--- src/rtl/magic_ctrl_pkg.sv ---
// rtl/magic_ctrl_pkg.sv - shared types and constants for the magic-mode controller
package common;

  // CPU bus snapshot seen by the controller each clk28 cycle
  typedef struct packed {
    logic [15:0] a;
    logic [7:0]  d;
    logic        mreq;
    logic        ioreq;
    logic        m1;
    logic        rd;
    logic        wr;
    logic        mreq_rise;
  } cpu_bus_t;

  typedef logic [2:0] magic_state_t;

  localparam magic_state_t ST_IDLE    = 3'd0;
  localparam magic_state_t ST_PEND    = 3'd1;
  localparam magic_state_t ST_SIG     = 3'd2;
  localparam magic_state_t ST_MAPPED  = 3'd3;
  localparam magic_state_t ST_UNMAP   = 3'd4;
  localparam magic_state_t ST_REENTER = 3'd5;

  // NMI request source bit positions (bit 0 wins priority)
  localparam int MAGIC_SRC_BUTTON  = 0;
  localparam int MAGIC_SRC_PAUSE   = 1;
  localparam int MAGIC_SRC_FASTFWD = 2;

endpackage

--- src/rtl/magic_cfg_regs.sv ---
// rtl/magic_cfg_regs.sv - magic config register file with registered read-back
module magic_cfg_regs #(
  parameter int                   NREGS    = 19,
  parameter logic [NREGS*8-1:0]   CFG_INIT = '0
) (
  input  logic               clk28,
  input  logic               rst_n,
  input  logic               we,
  input  logic               re,
  input  logic [7:0]         idx,
  input  logic [7:0]         wdata,
  input  logic [7:0]         status,
  output logic [NREGS*8-1:0] cfg,
  output logic [7:0]         d_out,
  output logic               d_out_active
);

  // Register 0 is the status byte supplied by the owner; only 1..NREGS-1 are stored here
  logic [(NREGS-1)*8-1:0] regs_q;
  logic [7:0]             rd_byte;
  logic                   in_range;

  assign in_range = ({24'd0, idx} < NREGS);
  assign cfg      = {regs_q, status};

  // Read-back mux over the full flattened image
  always_comb begin
    rd_byte = '0;
    for (int i = 0; i < NREGS; i++) begin
      if (idx == 8'(i)) rd_byte = cfg[i*8 +: 8];
    end
  end

  // Store writes to indices 1..NREGS-1; out-of-range indices fall through every compare
  always_ff @(posedge clk28 or negedge rst_n) begin
    if (!rst_n) begin
      regs_q <= CFG_INIT[NREGS*8-1:8];
    end else if (we) begin
      for (int i = 1; i < NREGS; i++) begin
        if (idx == 8'(i)) regs_q[(i-1)*8 +: 8] <= wdata;
      end
    end
  end

  // Registered read data and bus drive enable
  always_ff @(posedge clk28 or negedge rst_n) begin
    if (!rst_n) begin
      d_out        <= '0;
      d_out_active <= 1'b0;
    end else begin
      d_out_active <= re & in_range;
      d_out        <= (re & in_range) ? rd_byte : 8'h00;
    end
  end

endmodule

--- src/rtl/magic_ctrl.sv ---
// rtl/magic_ctrl.sv - NMI-driven magic mode controller with signature check and config regs
module magic_ctrl
  import common::*;
#(
  parameter int                 NSRC           = 3,
  parameter int                 NREGS          = 19,
  parameter int                 SIG_LEN        = 2,
  parameter logic [7:0]         SIG_OPCODE     = 8'hEB,
  parameter logic [15:0]        NMI_VEC        = 16'h0066,
  parameter logic [15:0]        EXIT_ADDR      = 16'hF000,
  parameter logic [15:0]        REENTER_ADDR   = 16'hF008,
  parameter int                 MAGIC_ON_START = 1,
  parameter logic [NREGS*8-1:0] CFG_INIT       = '0
) (
  input  logic               clk28,
  input  logic               rst_n,
  input  cpu_bus_t           bus,
  input  logic               n_int,
  input  logic               n_int_next,
  input  logic [NSRC-1:0]    nmi_req,
  output logic               n_nmi,
  output logic               magic_mode,
  output logic               magic_map,
  output logic [NREGS*8-1:0] cfg,
  output logic [7:0]         d_out,
  output logic               d_out_active
);

  localparam magic_state_t ENTRY_STATE = (SIG_LEN == 0) ? ST_MAPPED : ST_SIG;
  localparam logic         START_ON    = (MAGIC_ON_START != 0);

  magic_state_t    state_q;
  logic [1:0]      sig_cnt_q;
  logic            sig_arm_q;
  logic            sig_ok_q;
  logic            reent_q;
  logic [NSRC-1:0] cause_q;
  logic [NSRC-1:0] set_mask;
  logic [NSRC-1:0] clr_mask;
  logic            nmi_event;
  logic            cs;
  logic            fetch;
  logic            mem_rd;
  logic            sig_match;

  assign nmi_event = n_int & ~n_int_next & (|nmi_req);
  assign cs        = magic_map & bus.ioreq & (bus.a[7:0] == 8'hFF);
  assign fetch     = bus.m1 & bus.mreq & bus.rd;
  assign mem_rd    = bus.mreq & bus.rd;
  assign sig_match = fetch & (bus.d == SIG_OPCODE);

  // Cause set/clear masks; set is OR-ed after clear so a simultaneous event wins
  always_comb begin
    set_mask = '0;
    clr_mask = '0;
    if (nmi_event) set_mask = nmi_req;
    if (cs && bus.wr && bus.a[15:8] == 8'h00) clr_mask = bus.d[NSRC-1:0];
  end

  // Cause latch
  always_ff @(posedge clk28 or negedge rst_n) begin
    if (!rst_n) cause_q <= '0;
    else        cause_q <= (cause_q & ~clr_mask) | set_mask;
  end

  // Magic mode sequencer: NMI entry, signature check, exit/reentry unmapping
  always_ff @(posedge clk28 or negedge rst_n) begin
    if (!rst_n) begin
      state_q    <= START_ON ? ENTRY_STATE : ST_IDLE;
      sig_cnt_q  <= START_ON ? 2'(SIG_LEN) : 2'd0;
      sig_arm_q  <= 1'b0;
      sig_ok_q   <= 1'b0;
      reent_q    <= 1'b0;
      n_nmi      <= 1'b1;
      magic_mode <= START_ON;
      magic_map  <= START_ON;
    end else begin
      case (state_q)
        ST_IDLE: begin
          if (nmi_event) begin
            n_nmi      <= 1'b0;
            magic_mode <= 1'b1;
            state_q    <= ST_PEND;
          end
        end
        ST_PEND: begin
          if (bus.m1 && bus.mreq_rise && bus.a == NMI_VEC) begin
            n_nmi     <= 1'b1;
            magic_map <= 1'b1;
            sig_cnt_q <= 2'(SIG_LEN);
            sig_arm_q <= 1'b0;
            state_q   <= ENTRY_STATE;
          end
        end
        ST_SIG: begin
          // Only fetches that start inside SIG are judged; the entry fetch itself is not
          if (sig_cnt_q == 2'd0) begin
            state_q <= ST_MAPPED;
          end else if (sig_arm_q && !bus.mreq) begin
            sig_arm_q <= 1'b0;
            if (sig_ok_q) begin
              sig_cnt_q <= sig_cnt_q - 2'd1;
              if (sig_cnt_q == 2'd1) state_q <= ST_MAPPED;
            end else begin
              magic_mode <= 1'b0;
              magic_map  <= 1'b0;
              sig_cnt_q  <= 2'd0;
              state_q    <= ST_IDLE;
            end
          end else if (bus.m1 && bus.mreq_rise) begin
            sig_arm_q <= 1'b1;
            sig_ok_q  <= sig_match;
          end else if (sig_arm_q && fetch) begin
            sig_ok_q <= sig_match;
          end
        end
        ST_MAPPED: begin
          if (mem_rd && bus.a == EXIT_ADDR) begin
            magic_mode <= 1'b0;
            reent_q    <= 1'b0;
            state_q    <= ST_UNMAP;
          end else if (mem_rd && bus.a == REENTER_ADDR) begin
            reent_q <= 1'b1;
            state_q <= ST_UNMAP;
          end
        end
        ST_UNMAP: begin
          if (!bus.mreq) begin
            magic_map <= 1'b0;
            state_q   <= reent_q ? ST_REENTER : ST_IDLE;
          end
        end
        ST_REENTER: begin
          if (bus.m1 && bus.mreq_rise) begin
            magic_map <= 1'b1;
            sig_cnt_q <= 2'd0;
            sig_arm_q <= 1'b0;
            state_q   <= ENTRY_STATE;
          end
        end
        default: state_q <= ST_IDLE;
      endcase
    end
  end

  magic_cfg_regs #(
    .NREGS    (NREGS),
    .CFG_INIT (CFG_INIT)
  ) u_regs (
    .clk28        (clk28),
    .rst_n        (rst_n),
    .we           (cs & bus.wr),
    .re           (cs & bus.rd),
    .idx          (bus.a[15:8]),
    .wdata        (bus.d),
    .status       (8'(cause_q)),
    .cfg          (cfg),
    .d_out        (d_out),
    .d_out_active (d_out_active)
  );

endmodule

--- config.mk ---
export PLATFORM = sky130hd
export DESIGN_NAME = magic_ctrl
export DESIGN_NICKNAME = d
export VERILOG_FILES = /design/src/rtl/magic_ctrl_pkg.sv /design/src/rtl/magic_cfg_regs.sv /design/src/rtl/magic_ctrl.sv
export SDC_FILE = /design/constraint.sdc
export NUM_CORES = 1
export LEC_CHECK = 0
export ABC_AREA = 0
export BUFFER_PORTS_ARGS = -buffer_cell sky130_fd_sc_hd__clkbuf_2
export CAP_MARGIN = 20
export CORE_MARGIN = 4
export CORE_UTILIZATION = 49
export DETAILED_ROUTE_END_ITERATION = 6
export PLACE_DENSITY = 0.77
export SYNTH_ARGS = -nofsm -noshare
export SYNTH_HDL_FRONTEND = slang
export SYNTH_SLANG_ARGS = --single-unit
export TNS_END_PERCENT = 30
--- constraint.sdc ---
create_clock -name clk28 -period 2.1 [get_ports clk28]
set_input_delay 0.42 -clock clk28 [delete_from_list [all_inputs] [get_ports clk28]]
set_output_delay 0.42 -clock clk28 [all_outputs]
set_load 0.005 [all_outputs]
==> metrics.txt, run 1 <==
CTS H-tree lvls 4; Worst Path Arrival about 2400 ps; total wire length ~27,000 um; crit-path cells nand4_1 > nor3_2 > buf_4 > nand2_2 > nor2_1 > nand2_1 > buf_4 > mux2_2; #FFs+latches synth 167; top-area cell type share of the netlist area 48.1%; Reg2Reg Setup Slack between 50 and 60 ps; vias per cell roughly 6.0; Final Power ~7 mW; Nets approximately 1,000; GR Overflow Total 0; Total GRT Usage about 28%; Root Driver clkbuf_16; Most Crowded Layer GR met2; vias in the first global route approximately 7,500; total CTS buffers 17; Finished Core Util 66.6%; core box area roughly 0.017 mm^2; clk slew on worst S/H paths roughly 70 ps; CP max stage delay ~530 ps; Worst Setup End Kind flop; part of the cycle the worst path needs between 90% and 100%; Critical path origin magic_map; hold crit path type in2reg; Reg2Reg Depth 8; clk_lat worst skew around 430 ps; Peak Freq just under 500 MHz; Slew @ Worst Pin between 600 and 700 ps; Max Slew Vio Count 0; area grow syn2layout 32.0%; gpl congestion just under 1; cell area after synthesis about 0.0084 mm^2; Mapped Avg Cell Area ~12 um^2; via count between 7,000 and 8,000; DPL Wire Length ~20,000 um; row count between 40 and 50; power density over cell area 629 mW/mm^2; Routed Antenna Nets 0; largest net degree at the start of global routing 63; io pins approximately 200; FF-to-FF End u_regs.regs_q[64]; unique cell type count in the Yosys netlist 69; max cap viols 0; setup bufs post-CTS 0; Cells after Synth 717; Clock Skew 8.07 ps; share of cells above drive strength 1 about 53%; top_reg_cell synth dfrtp_1; status completed; post-route setup slack approximately 55 ps; Synth area leaders dfrtp_1 (48%), mux2_2 (20%), mux4_2 (2.9%); Async S/R FF share, synth 100%; Setup Crit Path Kind reg2reg; GR Layer Usage met3 8.03%; Rel. slew slack 59.9%; RSZ-0062 raised after global routing false; Ys Warns 0; Post-synth EDFFs 0; Horiz. Die Dim 139 um; Final min period just over 2000 ps; clk sinks ~170; CP Capture Point u_regs.regs_q[64]; Top cell by count, worst path buf_4; post-place instance area between 0.01 and 0.015 mm^2; CP Max Fanout 6; WL/cell about 22 um; DIE HEIGHT 139 um; global-route wire length before repair about 43,000 um; final hold slack 234 ps; critical register-to-register path startpoint magic_map; CP max-delay cell dfstp_2; startpoint types flop; full die area 0.0194 mm^2; design area 0.0111 mm^2; antenna violations before repair 0; PortBufs 195; Max clock buf depth 2; DP Worst Slack -266 ps; DRC 0; ANT cells 0; most frequent cell after synthesis dfrtp_1; synth cell count leaders dfrtp_1 (162), mux2_2 (151), o21ai_0 (45); Leak around 5.7 nW; grt met1 use roughly 37%; DR pass1 iterations 6; Fin. Hold Viols 0; leading area contributor after synthesis dfrtp_1; register area share after synthesis between 40 and 50%; Setup violations, final 0; VDD IR max about 610 uV; required time of the critical path between 2000 and 2500 ps; Initial Utilization between 50% and 60%; grt met2 use between 40% and 50%; DRT iter0 DRCs just under 800; CTS tree built
## how the worst min path moves through the flow
stage          startpoint          to  slack (ps)  cells past startpoint
2_1_floorplan       rst_n  cause_q[0]         120                      0
3_3_place_gp        rst_n  cause_q[0]         280                      1
3_5_place_dp        rst_n  cause_q[2]         280                      1
4_1_cts        nmi_req[0]  cause_q[0]         220                      2
5_1_grt        nmi_req[0]  cause_q[0]         240                      2
6_report       nmi_req[0]  cause_q[0]         230                      2
## cell usage in the layout, fill, tap and decap left out, types with 4 or more instances in the layout
cell type	instances
nand4_1	5
a32oi_1	4
clkbuf_2	194
and3_1	6
a22oi_1	4
nor2b_1	8
inv_1	12
o21ai_0	45
clkbuf_16	17
dfstp_2	5
nand2_1	43
mux4_2	11
buf_12	13
mux2_2	151
a21oi_1	30
nor2_1	29
o31ai_1	7
nand2_2	5
a22o_1	4
mux2i_1	14
nor3_1	10
nor2_2	7
buf_4	103
nand2b_1	6
conb_1	5
a31oi_1	6
dfrtp_1	162
nand3_1	11
o22ai_1	9
## flip-flops by register name, indices dropped and copies added, names as in the netlist, 2 cells and up
name           count
u_regs.regs_q    144
u_regs.d_out       8
cause_q            3
state_q            3
sig_cnt_q          2
## area by class of cell
| class | instances | area [um^2] |
|---|---|---|
| tap | 220 | 275 |
| inverter | 12 | 45.0 |
| fill | 1289 | 5580 |
| timing repair buffer | 313 | 2040 |
| sequential | 167 | 4190 |
| clock buffer | 20 | 447 |
| multi-input combinational | 489 | 3980 |
| clock inverter | 11 | 150 |
## worst max-delay path, delay by kind of cell (launching register included)
family                 cells  cell delay, ps
buffers and inverters      2             330
AND/OR/NAND/NOR            5             780
multiplexers               1             270
flip-flops                 1             530
## where the power goes
part	total [mW]	switching [mW]	internal, mW	leakage [nW]
sequential	3.24	0.00624	3.23	2.27
combinational	0.552	0.339	0.213	3.13
clock	3.20	1.30	1.90	0.292
## logic make-up after synthesis
logic type / synth area share (%)
buf+inv: 3.55
fa+ha+maj: 0.297
other cells: 0.0445
compound gates: 10.9
mux: 24.8
simple gates: 10.8
flops: 49.7
## layer usage
layer	vias up	share of wire, %
met1	3669	41
li1	3223	-
met4	0	2.3
met5	-	0
met2	401	48
met3	53	9.2
## timing repair
item                                   4_1_cts  5_1_grt
endpoints found under the hold margin       18        0
gates resized for setup                      1        2
hold buffers                                 1        0
setup endpoints to repair                    1       46
## stage by stage
stage	cells	TNS [ps]
2_1_floorplan	721	-69.0
4_1_cts	1232	0
5_1_grt	1232	0
3_3_place_gp	1200	-14700
3_5_place_dp	1200	-16940
6_report	1232	0
Note: power is estimated with default switching activity, not from simulation.
==> run 2: changes to the inputs <==
Settings changed: CORE_ASPECT_RATIO from default to 1.4.
==> run 2 against run 1 <==
Setup slack better by 78 ps. Critical path depth up 1. First-iteration DRC count down 31%. Critical endpoint is now u_regs.regs_q[79]. Critical path type unchanged.
==> metrics.txt, run 2 (synthesis gave the netlist of run 1 again) <==
io pins ~200; final hold slack roughly 230 ps; Max clock buf depth 2; Top reg by flops u_regs.regs_q; critical register-to-register path startpoint magic_map; Hold Startpoint nmi_req[1]; GR Overflow Total 0; Final min period approximately 2000 ps; Horiz. Die Dim between 100 and 150 um; required time of the critical path around 2400 ps; PortBufs 195; clk slew on worst S/H paths about 70 ps; CP Max Fanout 6; via count roughly 7,300; FILL cells 1,318; Seq. cell area 0.00419 mm^2; max reg flops ~140; Initial Utilization 50.1%; DRC 0; total CTS buffers 17; area grow syn2layout 31.5%; Critical path origin magic_map; vias in the first global route about 7,400; TNS Setup 0 ps; Worst Path Arrival around 2300 ps; Slew @ Worst Pin roughly 600 ps; CTS tree built; Top Metal Used met4; total wire length 28,700 um; startpoint types flop; CTS H-tree lvls 4; DRT iter0 DRCs between 500 and 600; global-route wire length before repair around 44,000 um; share of cells above drive strength 1 between 50% and 60%; antenna violations before repair 0; DPL Wire Length between 20,000 and 25,000 um; commonest non-fill, non-tap cell in the layout clkbuf_2; Peak Freq 508 MHz; vias per cell 5.94; DIE HEIGHT between 150 and 200 um; gpl congestion ~0.98; Setup violations, final 0; Max Slew Vio Count 0; hold crit path type in2reg; max cap viols 0; Rel. slew slack between 60% and 70%; largest net degree at the start of global routing 45; multi-input gate area in the final layout 0.00399 mm^2; power density over cell area roughly 640 mW/mm^2; clk_lat worst skew 440 ps; part of the cycle the worst path needs between 90% and 100%; Fin. Hold Viols 0; routed wl met3 ~1700 um; Clock Skew 11.7 ps; Total GRT Usage between 20% and 30%; RSZ-0062 raised after global routing false; clk sinks 167; full die area between 0.015 and 0.02 mm^2; met1 wire length 11,100 um; Nets roughly 1,000; VDD IR max ~670 uV; setup bufs post-CTS 0; row count 56; Leak roughly 5.7 nW; Setup Crit Path Kind reg2reg; status completed; Routed Antenna Nets 0; ANT cells 0; Worst Setup End Kind flop; core box area about 0.017 mm^2; Root Driver clkbuf_16; biggest regs u_regs.regs_q x144, u_regs.d_out x8; commonest cells after routing, fill and taps aside clkbuf_2 (194), dfrtp_1 (162), mux2_2 (151); met2 wire len roughly 15,000 um; WL/cell 23.5 um; DR pass1 iterations 5
-- run 2: metrics by stage --
| stage | setup slack (ps) | total power, mW | cells | area [um^2] | utilization [%] |
|---|---|---|---|---|---|
| final | 133 | 7.08 | 1222 | 11100 | 65.9 |
| after floorplan | -54.9 | 3.52 | 721 | 8450 | - |
| after detailed placement | -294 | 3.84 | 1189 | 10400 | 62.1 |
| after CTS | 0.391 | 7.10 | 1222 | 11100 | 65.8 |
| after global routing | 4.09 | 7.30 | 1222 | 11100 | 65.9 |
| after global placement | -286 | 3.84 | 1189 | 10400 | 62.1 |
-- run 2: worst max-delay path: stages (launching register included) --
cell     delay (ps)
dfstp_2         530
nand4_1         100
nor3_2          140
buf_4           160
nand2_4          90
nor2_1          120
buf_4           140
nand2_1          80
buf_4           200
mux2_2          270
-- run 2: routing by layer --
metal | track usage, % | vias to the layer above
li1 | - | 3216
met1 | 36.4 | 3621
met2 | 51.0 | 341
met3 | 6.03 | 79
met4 | 14.9 | 0
met5 | 0 | -
-- run 2: timing repair --
item / 4_1_cts / 5_1_grt
setup endpoints to repair: 0 / 34
resized for setup: 0 / 6
hold endpoints to repair: 36 / 0
hold buffers: 1 / 0
-- run 2: power by group --
| group | internal, mW | switching (mW) | total [mW] |
|---|---|---|---|
| registers | 3.23 | 0.00518 | 3.24 |
| clock network | 1.92 | 1.37 | 3.29 |
| logic | 0.204 | 0.350 | 0.554 |
| total | 5.36 | 1.72 | 7.08 |
-- run 2: final timing paths --
path | end | slack (ps) | cells past startpoint
max | u_regs.regs_q[79] | 130 | 9
min | cause_q[1] | 230 | 2
max reg2reg | u_regs.regs_q[79] | 130 | 9
min reg2reg | n_nmi | 480 | 2
max in group asynchronous | magic_mode | 930 | 3
min in group asynchronous | u_regs.regs_q[77] | 500 | 2
-- run 2: final cells by class --
| type | count | area share (%) |
|---|---|---|
| multi-input cells | 489 | 36.0 |
| well taps | 203 | 2.29 |
| inverters | 12 | 0.407 |
| clock buffers | 19 | 4.00 |
| clock inverters | 13 | 1.54 |
| repair buffers | 319 | 18.0 |
| flip-flops and latches | 167 | 37.8 |
==> run 3: changes to the inputs <==
Settings changed: SLEW_MARGIN from default to 10, SYNTH_HIERARCHICAL from default to 1.
==> run 3 against run 2 <==
Clock-buffer cell count up 2. Largest cell class is now multi-input combinational cells. Worst hold slack better by 2.5 ps. Non-clock buffer count down 37. Critical endpoint is now u_regs/regs_q[53]. Largest power group is now registers. Routed wire length down 2.0%. Flip-flop and latch count unchanged. Sequential share of layout area down 0.41 points. First-iteration DRC count up 21%. Clock power down 5%. Cell area up 1.1%. Register-to-register slack worse by 130 ps. Setup slack worse by 130 ps. Combinational power up 67%.
==> metrics.txt, run 3 <==
share of cells above drive strength 1 about 55%; Root Driver clkbuf_16; Nets ~1,000; Total GRT Usage 28.6%; Async S/R FF share, synth between 90% and 100%; post-place instance area a little over 0.01 mm^2; Max clock buf depth 2; ANT cells 0; max cap viols 0; antenna violations before repair 0; Post-synth EDFFs 0; clk_lat worst skew 430 ps; Ys Warns 6; hold path depth 2; Horiz. Die Dim ~120 um; register area share after synthesis 49.1%; Max Slew Vio Count 0; GR Overflow Total 0; synth cell count leaders dfrtp_1 (162), mux2_2 (152), nand2_1 (24); WHS Endpoint cause_q[0]; power density over cell area approximately 660 mW/mm^2; gpl congestion ~0.93; Leak approximately 5.6 nW; biggest regs u_regs/regs_q x144, u_regs/d_out x8; VDD IR max ~630 uV; area grow syn2layout 31.5%; Synth area leaders dfrtp_1 (48%), mux2_2 (20%), mux4_2 (4.8%); Peak Freq around 480 MHz; global-route wire length before repair around 43,000 um; Rel. slew slack 65.5%; DIE HEIGHT 164 um; Cells after Synth ~700; design area ~0.011 mm^2; commonest cells after routing, fill and taps aside clkbuf_2 (194), dfrtp_1 (162), mux2_2 (139); vias in the first global route 7,381; commonest non-fill, non-tap cell in the layout clkbuf_2; full die area slightly below 0.02 mm^2; total CTS buffers 17; hold crit path type in2reg; DR pass1 iterations 5; PortBufs slightly below 200; io pins approximately 200; core box area 0.0169 mm^2; WL/cell 23.6 um; Clock Skew between 9 and 10 ps; leading area contributor after synthesis dfrtp_1; Top reg by flops u_regs/regs_q; top_reg_cell synth dfrtp_1; most frequent cell after synthesis dfrtp_1; Slew @ Worst Pin roughly 520 ps; Setup Crit Path Kind reg2reg; DRT iter0 DRCs approximately 660; clk sinks approximately 170; Setup violations, final 0; unique cell type count in the Yosys netlist 74; startpoint types flop; post-route setup slack ~8.0 ps; Routed Antenna Nets 0; max reg flops around 140; row count between 50 and 60; RSZ-0062 raised after global routing true; FF-to-FF End u_regs/regs_q[53]; clk slew on worst S/H paths approximately 70 ps; status completed; Hold Startpoint nmi_req[0]; vias per cell 5.95; DP Worst Slack -157 ps; required time of the critical path approximately 2400 ps; Reg2Reg Depth 8; #FFs+latches synth roughly 170; critical register-to-register path startpoint magic_map; Worst Setup End Kind flop; part of the cycle the worst path needs between 90% and 100%; Worst Path Arrival roughly 2400 ps; via count 7,074; Fin. Hold Viols 0; CTS tree built; Reg2Reg Setup Slack ~8 ps; DRC 0; largest net degree at the start of global routing 50; top-area cell type share of the netlist area a little under half; Mapped Avg Cell Area between 10 and 15 um^2; CTS H-tree lvls 4; DPL Wire Length 20,800 um; Initial Utilization approximately half; Final min period about 2100 ps; total wire length between 20,000 and 30,000 um; cell area after synthesis between 0.008 and 0.009 mm^2; CP Max Fanout 4
[run 3: cell count changes in the layout (fill, tap and decap cells not counted), sizes merged, moves of 12 or more]
cell / before / now
o21ai: 45 / 21
a21oi: 31 / 19
nand2: 49 / 25
buf: 124 / 87
[run 3: where the power goes]
part | leakage, nW | switching, mW | total (mW) | internal (mW)
clock network | 0.276 | 1.31 | 3.13 | 1.81
logic | 3.05 | 0.549 | 0.923 | 0.375
registers | 2.30 | 0.0462 | 3.33 | 3.28
total | 5.63 | 1.91 | 7.38 | 5.47
[run 3: cells by family after synthesis]
family / after synthesis / share of synthesized area [%]
mux: 178 / 25.8
buf+inv: 67 / 3.63
other cells: 1 / 0.0440
flops: 167 / 49.1
simple gates: 144 / 10.7
compound gates: 123 / 10.4
fa+ha+maj: 2 / 0.294
[run 3: cell type report]
| class | count | area (um^2) |
|---|---|---|
| Fill cell | 1280 | 5690 |
| Sequential cell | 167 | 4190 |
| Multi-Input combinational cell | 457 | 4200 |
| Clock buffer | 21 | 460 |
| Inverter | 19 | 71.3 |
| Clock inverter | 11 | 123 |
| Tap cell | 232 | 290 |
| Timing Repair Buffer | 282 | 1880 |
[run 3: critical path, stage by stage (launching register included)]
cell     delay, ps
dfstp_2        530
and4_1         170
and4_4         230
and2_4         170
nand3_4        100
buf_6          140
nor2_4         160
buf_12         140
mux2_2         340
[run 3: how the worst max path moves through the flow]
stage	slack [ps]	endpoint	cells past startpoint	from
after floorplan	-60	u_regs/regs_q[100]	7	magic_map
after global placement	-180	u_regs/regs_q[41]	6	bus[28]
after detailed placement	-160	u_regs/regs_q[41]	6	bus[28]
after CTS	0.9	u_regs/regs_q[51]	8	magic_map
after global routing	-50	u_regs/regs_q[104]	8	magic_map
final	8	u_regs/regs_q[53]	8	magic_map
[run 3: what timing repair did]
action | in CTS | in global routing
pin swaps | 4 | 8
buffers inserted | 2 | 0
hold endpoints to repair | 43 | 0
resized for setup | 10 | 33
hold buffers | 1 | 0
endpoints found under the setup margin | 87 | 124
[run 3: metrics by stage]
step / power [mW] / TNS [ps] / instances / util (%) / hold slack, ps
3_5_place_dp: 4.30 / -13120 / 1154 / 61.5 / 393
2_1_floorplan: 3.91 / -2000 / 691 / - / 124
5_1_grt: 7.65 / -879 / 1189 / 66.3 / 234
6_report: 7.38 / 0 / 1189 / 66.3 / 233
3_3_place_gp: 4.28 / -10010 / 1154 / 61.5 / 392
4_1_cts: 7.41 / 0 / 1189 / 65.5 / 223
[run 3: routing by layer]
layer	track usage [%]	vias to the layer above	wire length (um)
met4	13.2	0	1270
met2	48.8	343	14100
met1	34.9	3587	10900
met3	6.03	69	1810
met5	0	-	0
li1	-	3075	-
